`config.mk`:
```
export PLATFORM = sky130hd
export DESIGN_NAME = ex_stage
export DESIGN_NICKNAME = d
export VERILOG_FILES = /design/src/rtl/ex_pkg.sv /design/src/rtl/ex_muldiv.sv /design/src/rtl/ex_stage.sv
export SDC_FILE = /design/constraint.sdc
export NUM_CORES = 1
export LEC_CHECK = 0
export ABC_AREA = 1
export BUFFER_PORTS_ARGS = -buffer_cell sky130_fd_sc_hd__buf_4
export CORE_ASPECT_RATIO = 0.75
export CORE_MARGIN = 2
export CORE_UTILIZATION = 25
export DETAILED_ROUTE_END_ITERATION = 10
export SLEW_MARGIN = 25
export SYNTH_ARGS = -nofsm -noshare
export SYNTH_HDL_FRONTEND = slang
export SYNTH_SLANG_ARGS = --single-unit
```
`constraint.sdc`:
```
create_clock -name vclk -period 1.95
set_input_delay 0.0975 -clock vclk [all_inputs]
set_output_delay 0.0975 -clock vclk [all_outputs]
set_load 0.01 [all_outputs]
```
`src/rtl/ex_pkg.sv`:
```
// Shared opcode/funct encodings for the execute stage.
// Also holds the load/store opcode range helper.
package ex_pkg;

  localparam logic [5:0] OP_SPECIAL = 6'd0;
  localparam logic [5:0] OP_J       = 6'd2;
  localparam logic [5:0] OP_JAL     = 6'd3;
  localparam logic [5:0] OP_BEQ     = 6'd4;
  localparam logic [5:0] OP_BNE     = 6'd5;
  localparam logic [5:0] OP_BLEZ    = 6'd6;
  localparam logic [5:0] OP_BGTZ    = 6'd7;
  localparam logic [5:0] OP_ADDI    = 6'd8;
  localparam logic [5:0] OP_ADDIU   = 6'd9;
  localparam logic [5:0] OP_SLTI    = 6'd10;
  localparam logic [5:0] OP_SLTIU   = 6'd11;
  localparam logic [5:0] OP_ANDI    = 6'd12;
  localparam logic [5:0] OP_ORI     = 6'd13;
  localparam logic [5:0] OP_XORI    = 6'd14;
  localparam logic [5:0] OP_LUI     = 6'd15;
  localparam logic [5:0] OP_MEM_LO  = 6'h20;
  localparam logic [5:0] OP_MEM_HI  = 6'h2B;

  localparam logic [5:0] FN_SLL   = 6'd0;
  localparam logic [5:0] FN_SRL   = 6'd2;
  localparam logic [5:0] FN_SRA   = 6'd3;
  localparam logic [5:0] FN_SLLV  = 6'd4;
  localparam logic [5:0] FN_SRLV  = 6'd6;
  localparam logic [5:0] FN_SRAV  = 6'd7;
  localparam logic [5:0] FN_JR    = 6'd8;
  localparam logic [5:0] FN_JALR  = 6'd9;
  localparam logic [5:0] FN_MFHI  = 6'd16;
  localparam logic [5:0] FN_MTHI  = 6'd17;
  localparam logic [5:0] FN_MFLO  = 6'd18;
  localparam logic [5:0] FN_MTLO  = 6'd19;
  localparam logic [5:0] FN_MULT  = 6'd24;
  localparam logic [5:0] FN_MULTU = 6'd25;
  localparam logic [5:0] FN_DIV   = 6'd26;
  localparam logic [5:0] FN_DIVU  = 6'd27;
  localparam logic [5:0] FN_ADD   = 6'd32;
  localparam logic [5:0] FN_ADDU  = 6'd33;
  localparam logic [5:0] FN_SUB   = 6'd34;
  localparam logic [5:0] FN_SUBU  = 6'd35;
  localparam logic [5:0] FN_AND   = 6'd36;
  localparam logic [5:0] FN_OR    = 6'd37;
  localparam logic [5:0] FN_XOR   = 6'd38;
  localparam logic [5:0] FN_NOR   = 6'd39;
  localparam logic [5:0] FN_SLT   = 6'd42;
  localparam logic [5:0] FN_SLTU  = 6'd43;

  function automatic logic is_mem_op(input logic [5:0] op);
    return (op >= OP_MEM_LO) && (op <= OP_MEM_HI);
  endfunction

endpackage

```
`src/rtl/ex_muldiv.sv`:
```
// HI/LO register pair with move-to, multiply and divide updates.
// Instantiated by ex_stage only when EX_MULDIV_EN is defined.
module ex_muldiv
  import ex_pkg::*;
(
  input  logic        clk,
  input  logic        rst_n,
  input  logic [5:0]  op,
  input  logic [5:0]  fn,
  input  logic [31:0] rs,
  input  logic [31:0] rt,
  output logic [31:0] hi,
  output logic [31:0] lo
);

  logic [31:0] hi_q, hi_d;
  logic [31:0] lo_q, lo_d;
  logic [63:0] prod_s, prod_u;
  logic [31:0] divisor;
  logic [31:0] quot_s, rem_s, quot_u, rem_u;

  assign prod_s = $signed({{32{rs[31]}}, rs}) * $signed({{32{rt[31]}}, rt});
  assign prod_u = {32'h0, rs} * {32'h0, rt};

  // Divider never sees zero; a zero divisor simply suppresses the update below.
  assign divisor = (rt == 32'h0) ? 32'h1 : rt;
  assign quot_s  = $signed(rs) / $signed(divisor);
  assign rem_s   = $signed(rs) % $signed(divisor);
  assign quot_u  = rs / divisor;
  assign rem_u   = rs % divisor;

  always_comb begin
    hi_d = hi_q;
    lo_d = lo_q;
    if (op == OP_SPECIAL) begin
      case (fn)
        FN_MTHI:  hi_d = rs;
        FN_MTLO:  lo_d = rs;
        FN_MULT:  {hi_d, lo_d} = prod_s;
        FN_MULTU: {hi_d, lo_d} = prod_u;
        FN_DIV: begin
          if (rt != 32'h0) begin
            lo_d = quot_s;
            hi_d = rem_s;
          end
        end
        FN_DIVU: begin
          if (rt != 32'h0) begin
            lo_d = quot_u;
            hi_d = rem_u;
          end
        end
        default: ;
      endcase
    end
  end

  always_ff @(posedge clk or negedge rst_n) begin
    if (!rst_n) begin
      hi_q <= 32'h0;
      lo_q <= 32'h0;
    end else begin
      hi_q <= hi_d;
      lo_q <= lo_d;
    end
  end

  assign hi = hi_q;
  assign lo = lo_q;

endmodule

```
`src/rtl/ex_stage.sv`:
```
// Combinational execute stage: ALU, shifts, branches and jumps.
// HI/LO multiply/divide support is built only with EX_MULDIV_EN defined.
module ex_stage
  import ex_pkg::*;
(
  input  logic        CLK,
  input  logic        RSTN,
  input  logic [31:0] Rdata1,
  input  logic [31:0] Rdata2,
  input  logic [5:0]  ALU,
  input  logic [5:0]  Op,
  input  logic [31:0] Ed32,
  input  logic [25:0] Jadr,
  input  logic [31:0] nextPC,
  output logic [31:0] newPC,
  output logic [31:0] Result
);

  logic [4:0]  shamt;
  logic [4:0]  shvar;
  logic [31:0] sra_imm, sra_var;
  logic [31:0] imm_zext;
  logic [31:0] br_target;
  logic [31:0] result_c, new_pc_c;

`ifdef EX_MULDIV_EN
  logic [31:0] hi, lo;

  ex_muldiv u_muldiv (
    .clk   (CLK),
    .rst_n (RSTN),
    .op    (Op),
    .fn    (ALU),
    .rs    (Rdata1),
    .rt    (Rdata2),
    .hi    (hi),
    .lo    (lo)
  );
`else
  logic unused_clk_rst;
  assign unused_clk_rst = CLK ^ RSTN;
`endif

  assign shamt     = Ed32[10:6];
  assign shvar     = Rdata1[4:0];
  assign sra_imm   = $signed(Rdata2) >>> shamt;
  assign sra_var   = $signed(Rdata2) >>> shvar;
  assign imm_zext  = {16'h0, Ed32[15:0]};
  assign br_target = nextPC + {Ed32[29:0], 2'b00};

  always_comb begin
    result_c = 32'h0;
    new_pc_c = nextPC;
    case (Op)
      OP_SPECIAL: begin
        case (ALU)
          FN_ADD, FN_ADDU: result_c = Rdata1 + Rdata2;
          FN_SUB, FN_SUBU: result_c = Rdata1 - Rdata2;
          FN_AND:  result_c = Rdata1 & Rdata2;
          FN_OR:   result_c = Rdata1 | Rdata2;
          FN_XOR:  result_c = Rdata1 ^ Rdata2;
          FN_NOR:  result_c = ~(Rdata1 | Rdata2);
          FN_SLT:  result_c = ($signed(Rdata1) < $signed(Rdata2)) ? 32'h1 : 32'h0;
          FN_SLTU: result_c = (Rdata1 < Rdata2) ? 32'h1 : 32'h0;
          FN_SLL:  result_c = Rdata2 << shamt;
          FN_SRL:  result_c = Rdata2 >> shamt;
          FN_SRA:  result_c = sra_imm;
          FN_SLLV: result_c = Rdata2 << shvar;
          FN_SRLV: result_c = Rdata2 >> shvar;
          FN_SRAV: result_c = sra_var;
          FN_JR:   new_pc_c = Rdata1;
          FN_JALR: begin
            new_pc_c = Rdata1;
            result_c = nextPC;
          end
`ifdef EX_MULDIV_EN
          FN_MFHI: result_c = hi;
          FN_MFLO: result_c = lo;
`endif
          default: ;
        endcase
      end
      OP_J:     new_pc_c = {nextPC[31:28], Jadr, 2'b00};
      OP_JAL: begin
        new_pc_c = {nextPC[31:28], Jadr, 2'b00};
        result_c = nextPC;
      end
      OP_BEQ:   if (Rdata1 == Rdata2) new_pc_c = br_target;
      OP_BNE:   if (Rdata1 != Rdata2) new_pc_c = br_target;
      OP_BLEZ:  if (Rdata1[31] || (Rdata1 == 32'h0)) new_pc_c = br_target;
      OP_BGTZ:  if (!Rdata1[31] && (Rdata1 != 32'h0)) new_pc_c = br_target;
      OP_ADDI, OP_ADDIU: result_c = Rdata1 + Ed32;
      OP_SLTI:  result_c = ($signed(Rdata1) < $signed(Ed32)) ? 32'h1 : 32'h0;
      OP_SLTIU: result_c = (Rdata1 < Ed32) ? 32'h1 : 32'h0;
      OP_ANDI:  result_c = Rdata1 & imm_zext;
      OP_ORI:   result_c = Rdata1 | imm_zext;
      OP_XORI:  result_c = Rdata1 ^ imm_zext;
      OP_LUI:   result_c = {Ed32[15:0], 16'h0};
      default: begin
        // Loads and stores only need the effective address.
        if (is_mem_op(Op)) result_c = Rdata1 + Ed32;
      end
    endcase
  end

  assign Result = result_c;
  assign newPC  = new_pc_c;

endmodule

```
== Word-level counts from Yosys, hierarchy flattened ==
Index checks and enable logic that the tools add are counted.

* Reductions and logical operators: 14
* Add/subtract/negate cells: 4
* Muxes and demuxes: 13
* Magnitude comparators: 6
* Shifts and indexed selects: 6
* Equal/unequal tests: 33
* Bitwise operators: 7

{| class="wikitable"
|+ Operator list
! kind !! count
|-
| one-hot mux 32 bit (15 select lines) || 1
|-
| one-hot mux 32 bit (10 select lines) || 1
|-
| two-way mux 32 bit || 6
|-
| one-hot mux 32 bit (6 select lines) || 1
|-
| less-than comparator 32 bit || 4
|-
| adder 32 bit || 3
|-
| << shifter 32 x 5 -> 32 bit || 2
|-
| right shift 32 x 5 -> 32 bit || 2
|-
| >>> shifter 32 x 5 -> 32 bit || 2
|-
| equality test 6 x 4 -> 1 bit (second input constant) || 10
|-
| equality test 6 bit (second input constant) || 10
|-
| equality test 6 x 3 -> 1 bit (second input constant) || 7
|-
| AND 32 x 16 -> 32 bit || 1
|-
| AND 32 bit || 1
|-
| equality test 32 bit || 1
|-
| zero test 32 bit || 1
|-
| != test 32 bit || 1
|-
| inverter 32 bit || 1
|-
| OR 32 x 16 -> 32 bit || 1
|-
| OR 32 bit || 1
|-
| nonzero test 32 bit || 1
|-
| subtractor 32 bit || 1
|-
| bitwise XOR 32 x 16 -> 32 bit || 1
|-
| bitwise XOR 32 bit || 1
|-
| other kinds (10) || 22
|}

* Logic and storage cells: 83
* Flip-flop bits (word level): 0

== Logic depth before layout (Yosys ltp) ==
Gate-level depths: netlist of run 1.

* Depth in word-level cells: 4
* Depth in mapped cells: 20

== Worst setup path after synthesis of run 1 ==
No wires, ideal clock.

* Path kind: in2out
* Start point: input Rdata2[16]
* End point: output newPC[13]
* Buffers on the path: 1
* Slack: -208 ps
* Stages: 15
* Arrival time: 2060 ps
* Cell sequence: inv_1 ha_1 inv_1 nand2_1 nor2_1 inv_1 nor3_1 nand2_1 nor2_2 nor2_1 a21oi_1 nand3_1 buf_2 a31oi_1 o21ai_0

* Cells in the longest elaborated chain, start to end: 3

{| class="wikitable"
|+ Ends and longest elaborated chain
! item !! RTL line !! source
|-
| start: declaration || ex_stage.sv:9 || <nowiki>input logic [31:0] Rdata2,</nowiki>
|-
| != test 32 bit / equality test 32 bit (equally long branches) || ex_stage.sv:89, ex_stage.sv:88 ||
|-
| two-way mux 32 bit (on tied branches) || ex_stage.sv:89, ex_stage.sv:88 ||
|-
| one-hot mux 32 bit (6 select lines) (*) || ex_stage.sv:54 || <nowiki>case (Op)</nowiki>
|-
| end: declaration || ex_stage.sv:15 || <nowiki>output logic [31:0] newPC,</nowiki>
|}

Every way passes the cells marked *; elsewhere a longest branch is shown, timed or not.

== Worst setup path after layout of run 1 ==
* Start point: input Rdata2[20]
* End point: output Result[30]

* Cells in the longest elaborated chain, start to end: 3

{| class="wikitable"
|+ Ends and longest elaborated chain
! item !! RTL line !! source
|-
| subtractor 32 bit (tied with other cells) || ex_stage.sv:58 || <nowiki>FN_SUB, FN_SUBU: result_c = Rdata1 - Rdata2;</nowiki>
|-
| one-hot mux 32 bit (15 select lines) (*) || ex_stage.sv:56 || <nowiki>case (ALU)</nowiki>
|-
| one-hot mux 32 bit (10 select lines) (*) || ex_stage.sv:54 ||
|-
| end: declaration || ex_stage.sv:16 || <nowiki>output logic [31:0] Result</nowiki>
|}

Marked as above.

==> results of run 1 <==
## cells by family (layout without fill, tap and decap cells)
group	after synthesis	after routing	synth area share, %
XOR/XNOR	19	19	0.893
AO/OA/AOI/OAI	686	686	22.2
AND/OR/NAND/NOR	2146	2146	50.3
adder cells (fa/ha/maj)	211	211	14.3
buffers and inverters	557	1919	12.3
## worst max-delay path, cell delays in order
cell and delay (ns):
buf_4 0.14, clkinvlp_4 0.22, buf_4 0.20, ha_1 0.21
a21oi_2 0.20, o21ai_0 0.14, a21oi_2 0.23, buf_4 0.17
nor2_1 0.04, nor2_1 0.18, nand3_1 0.13, nand3_2 0.13
nand3_2 0.12, o21ai_2 0.15, buf_4 0.14, nand3_1 0.09
buf_4 0.16
## worst paths after layout
path | endpoint | depth (start not counted) | slack (ns) | startpoint
max | Result[30] | 17 | -0.89 | Rdata2[20]
min | Result[0] | 4 | 0.53 | nextPC[0]
## stage by stage
| stage | area [um2] | setup slack, ns | utilization [%] | hold slack, ns |
|---|---|---|---|---|
| after global placement | 30900 | -1.23 | 42.0 | 0.519 |
| after detailed placement | 30900 | -1.21 | 42.0 | 0.534 |
| after global routing | 34300 | -0.910 | 46.6 | 0.568 |
| after CTS | 33100 | -0.744 | 45.0 | 0.534 |
| final | 34300 | -0.890 | 46.6 | 0.532 |
| after floorplan | 19100 | -0.0239 | - | 0.315 |
## per-layer routing
layer	GRT usage, %	up-vias
met3	11.5	211
met5	0.635	-
met2	54.0	1927
li1	-	15095
met1	59.9	15399
met4	9.06	14
## repair_timing
action,in CTS,in global routing
hold buffers,0,0
buffers inserted,38,29
pin swaps,133,71
endpoints found under the setup margin,62,63
gates cloned,4,2
resized for setup,465,243
## cells in the mapped netlist (3+ instances only)
master	count	area, um2
nand3_2	3	30.0
o21bai_1	22	165
nor2_4	3	33.8
a21o_1	10	75.1
xor2_1	19	166
or2_2	21	131
o21a_1	4	30.0
o2111ai_1	13	114
inv_2	13	48.8
clkbuf_1	48	180
nor2_2	9	56.3
o21ai_4	5	81.3
nand2_2	8	50.1
o211ai_1	45	338
buf_1	6	22.5
nand2_1	989	3710
o21ai_1	29	145
nand4_1	65	407
o21ai_0	184	921
o31ai_1	4	30.0
buf_6	7	78.8
a21boi_0	9	67.6
a221oi_1	34	298
o22ai_1	37	231
nor3_1	39	195
nor4_1	10	62.6
fa_1	4	80.1
buf_4	16	120
ha_1	207	2590
nor2_1	287	1080
clkinv_1	5	18.8
o221ai_1	15	131
a31oi_1	17	106
inv_1	396	1490
nand3b_1	11	82.6
and3_1	6	37.5
a211oi_1	20	150
nand3_1	690	3450
buf_2	65	325
o21ai_2	8	70.1
a21oi_1	222	1110
nand2_4	3	33.8
## cell type report
type               count  area share [%]
inverters            415            4.95
well taps            968            3.53
multi-input cells   3062            55.5
repair buffers      1504            36.0
## power groups by stage
| stage | Clock, uW | Sequential (uW) | Combinational (uW) |
|---|---|---|---|
| 2_1_floorplan | 0 | 0 | 3620 |
| 3_3_place_gp | 0 | 0 | 8790 |
| 3_5_place_dp | 0 | 0 | 8740 |
| 4_1_cts | 0 | 0 | 9390 |
| 5_1_grt | 0 | 0 | 10600 |
| 6_report | 0 | 0 | 10100 |
==> flow_summary.ini, run 1 <==
[run_status]
outcome = finished, violations left
violations = setup timing

[final_layout]
multiInputGateArea_mm2 = 0.0191
nFlopsAndLatches = 0
drive_gt1_share_pct = 43.0
clock_buffers = 0
fillCellCount = 7974
num_antenna_cells = 0
nets = 5362
regArea_um2 = 0
final_cell_mix = buf_4 (1375), nand2_1 (879), nand3_1 (550), inv_1 (324), nor2_1 (227)
final_common_cell = buf_4
area_growth_pct = 84.2
final_cell_count_no_fill = 5949

[floorplan]
core_mm2 = 0.0736
ios = 232
die_y_um = 240
die_w_um = 319
initial_core_util_pct = 25.3
floorplan.rows = 86
die-area_mm2 = 0.0767

[placed_design]
post-place-cells = 5879
gp_congestion = 1.04
dp_hpwl_um = 138000
io_buffers = 230

[global_route]
overflow = 0
grtUsageTotal_pct = 39.8
first_global_vias = 28918
grt_max_degree = 30
antenna_found_initial = 10
grt_pass1_wl_um = 219000

[job]
maxCapViolations = 0

[detailed_routing]
first_pass_iters = 7
wl_met2_um = 60700
ant_nets = 0
wl_met3_um = 20500
finalWirelength_um = 161000
drt_iter0_markers = 5020
vias = 32646
viasPerCell = 5.49
m1WireLength_um = 75000
highest_layer = met5
drc = 0
avgRoutedWirePerCell_um = 27.0

[worst_hold_path]
hold_path.class = input pin to primary output

[worst_setup_path]
critPathCaptureType = primary output
crit_required_ns = 1.85
worstSetupStartpointType = input pin
worstPathArrival_ns = 2.74
cp_max_fo = 3
crit_type = input pin to primary output

[power]
clock_power_share_pct = 0
power_uw = 10100
pwr-share-seq_pct = 0
ir_drop_mv = 0.153
sw_frac_of_total_pct = 57.5
powerDensity_mw_per_mm2 = 295
p_leak_uw = 0.0174
internal_power_uw = 4300
pwr-share-comb_pct = 100.0
netSwitchingPower_uw = 5830

[timing]
tightestPinTransition_ns = 0.563
post-route-worst-setup-slack_ns = -0.890
fin_setup_tns_ns = -46.75
max_freq_mhz = 352
final.min_clock_period_ns = 2.84
hold_viol = 0
fin_crit_sh_pct = 146
relSlewSlack_pct = 62.1
setup_viol = 62
drv_slew = 0
rsz0062_at_grt = yes

[synthesis]
syn_area_mm2 = 0.0186
syn_area_per_cell_um2 = 5.15
synth_cell_type_count = 52
syn_inst = 3619
yosysSeqAreaShare_pct = 0
ys_warn_count = 0
postSynthNetCount = 3998
Note: power is estimated with default switching activity, not from simulation.
==> inputs of run 2 (changes only) <==
CELL_PAD_IN_SITES_DETAIL_PLACEMENT = 2   (was not set)
CELL_PAD_IN_SITES_GLOBAL_PLACEMENT = 2   (was not set)
PLACE_DENSITY_LB_ADDON = 0.1   (was not set)
==> flow_summary.ini, run 2 <==
[clock_network]
ctsResizeCount = 848
holdBufCountCts = 0
post_cts_buffers = 105

[synthesis]
syn_inst = 3619
syn_area_per_cell_um2 = 5.15
synth_cell_type_count = 52
ys_top_cells_by_area = nand2_1 (20%), nand3_1 (19%), ha_1 (14%), inv_1 (8.0%), a21oi_1 (6.0%)
yosysSeqAreaShare_pct = 0
synthTopCellsByCount = nand2_1 (989), nand3_1 (690), inv_1 (396)
synth_top_cell_area_share_pct = 19.9
syn_area_mm2 = 0.0186
synth_top_cell_by_area = nand2_1
ys_warn_count = 0
synth.most_common_cell = nand2_1
postSynthNetCount = 3998

[placed_design]
dp_hpwl_um = 154000
gp_congestion = 1.08
io_buffers = 230

[floorplan]
ios = 232
initial_core_util_pct = 25.3
die_y_um = 240
floorplan.rows = 86
die_w_um = 319

[run_status]
stop_stage = 4_1_cts
outcome = did not finish
stop_error = [ERROR DPL-0033] detailed placement checks failed during check placement.
==> run 2: cell families after synthesis <==
family,Yosys count,synth area share [%]
XOR/XNOR,19,0.893
adder cells (fa/ha/maj),211,14.3
AND/OR/NAND/NOR,2146,50.3
buffers and inverters,557,12.3
AO/OA/AOI/OAI,686,22.2
==> run 2: stage by stage <==
stage                     instance area, um2  utilization [%]  instances  hold WS [ns]  worst slack (ns)
after detailed placement               30600             41.6       5839         0.536             -1.46
after global placement                 30600             41.6       5839         0.529             -1.54
after floorplan                        19100                -       3619         0.315           -0.0239
==> inputs of run 3 (changes only) <==
CELL_PAD_IN_SITES_DETAIL_PLACEMENT = not set   (was 2)
CELL_PAD_IN_SITES_GLOBAL_PLACEMENT = not set   (was 2)
CORE_ASPECT_RATIO = not set   (was 0.75)
CORE_UTILIZATION = 20   (was 25)
PLACE_DENSITY_LB_ADDON = 0.15   (was 0.1)
clock period = 2.54 ns   (was 1.95 ns; I/O delays follow)
==> flow_summary.ini, run 3 (same netlist as run 1, synthesis figures left out) <==
[worst_hold_path]
hold_path.class = input pin to primary output
hold_end = newPC[2]
worstHoldPathCells = 4
min_from = Jadr[0]

[power]
power_uw = 7820
ir_drop_mv = 0.0897
powerDensity_mw_per_mm2 = 216
p_leak_uw = 0.0176

[final_layout]
drive_gt1_share_pct = 46.8
post-route-util_pct = 39.3
final_cell_mix = buf_4 (1163), nand2_1 (785), nand3_1 (487), inv_1 (310), nor2_1 (200)
final_common_cell = buf_4
final_cell_count_no_fill = 6122
fin_area_mm2 = 0.0362
area_growth_pct = 94.0
clock_buffers = 0
regArea_um2 = 0
nets = 5258
nFlopsAndLatches = 0

[worst_setup_path]
critPathCaptureType = primary output
crit_chain = buf_4 -> clkinvlp_4 -> ha_1 -> inv_1 -> nand2_2 -> nor3_4 -> nand2_4 -> nor2_4 -> buf_6 -> buf_6 -> a21oi_4 -> nand3_4 -> buf_12 -> buf_16 -> nand2_2 -> o211ai_1 -> buf_4
crit_required_ns = 2.41
cp_max_fo = 5
cp_slowest_cell = ha_1
worstPathArrival_ns = 2.79
crit_type = input pin to primary output
crit_start = Rdata2[23]
slowest_delay_ns = 0.33
worstSetupStartpointType = input pin

[detailed_routing]
drt_iter0_markers = 3048
drc = 0
ant_nets = 0
first_pass_iters = 8
finalWirelength_um = 156000
vias = 31899
avgRoutedWirePerCell_um = 25.5
viasPerCell = 5.21

[timing]
final.min_clock_period_ns = 2.91
rsz0062_at_grt = yes
fin_crit_sh_pct = 115
max_freq_mhz = 343
fin_setup_tns_ns = -13.69
setup_viol = 62
hold_viol = 0
tightestPinTransition_ns = 0.761
drv_slew = 0
post-route-worst-setup-slack_ns = -0.373
relSlewSlack_pct = 49.2

[placed_design]
io_buffers = 230
dp_hpwl_um = 132000
gp_congestion = 1.03
postPlaceCellArea_mm2 = 0.0297
post-place-cells = 5996

[global_route]
first_global_vias = 30457
overflow = 0
grt_pass1_wl_um = 214000
grt_max_degree = 37
grtUsageTotal_pct = 31.0
antenna_found_initial = 3

[run_status]
violations = setup timing
outcome = finished, violations left

[floorplan]
die_w_um = 309
floorplan.rows = 111
initial_core_util_pct = 20.3
core_mm2 = 0.0919
ios = 232
die-area_mm2 = 0.0956
die_y_um = 309

[job]
maxCapViolations = 0

[clock_network]
holdBufCountCts = 0
[run 3: where the power goes]
| part | internal, uW | leakage (uW) | total, uW | switching (uW) |
|---|---|---|---|---|
| Combinational | 3390 | 0.0176 | 7820 | 4430 |
| Sequential | 0 | 0 | 0 | 0 |
| Clock | 0.000106 | 0.0000000127 | 0.000106 | 0 |
| Total | 3390 | 0.0176 | 7820 | 4430 |
[run 3: how the worst max path moves through the flow]
stage | end | slack (ns) | cells past startpoint
floorplan | newPC[13] | 0.32 | 15
global placement | Result[4] | -0.80 | 17
detailed placement | Result[4] | -0.79 | 17
CTS | Result[31] | -0.34 | 17
global route | newPC[15] | -0.45 | 20
finish | newPC[15] | -0.37 | 17
[run 3: critical path: cells and delay by family]
| family | cells | cell delay [ns] |
|---|---|---|
| AOI/OAI and AO/OA | 2 | 0.33 |
| adders and majority gates | 1 | 0.33 |
| buffers and inverters | 8 | 1.05 |
| and+or+nand+nor | 6 | 0.91 |
[run 3: layer usage]
metal	vias up	GRT usage (%)	wire length [um]
met5	-	0	13
met4	2	11.9	9030
met3	327	2.78	10800
met2	1525	52.4	70700
met1	15138	40.6	65400
li1	14907	-	-
[run 3: what timing repair did]
item	4_1_cts	5_1_grt
gates resized for setup	574	748
pin swaps	130	283
gates cloned	11	7
setup buffers	52	66
setup endpoints to repair	62	62
[run 3: through the flow]
stage | worst slack (ns) | hold WS (ns)
after CTS | -0.344 | 0.606
after floorplan | 0.323 | 0.395
after global placement | -0.800 | 0.601
after global routing | -0.450 | 0.591
after detailed placement | -0.788 | 0.605
final | -0.373 | 0.584
[run 3: final cells by class]
class,instances,area (um2)
well taps,1243,1560
multi-input cells,3062,20600
fillers,10085,55800
repair buffers,1400,12300
diodes,2,5.00
inverters,415,1700
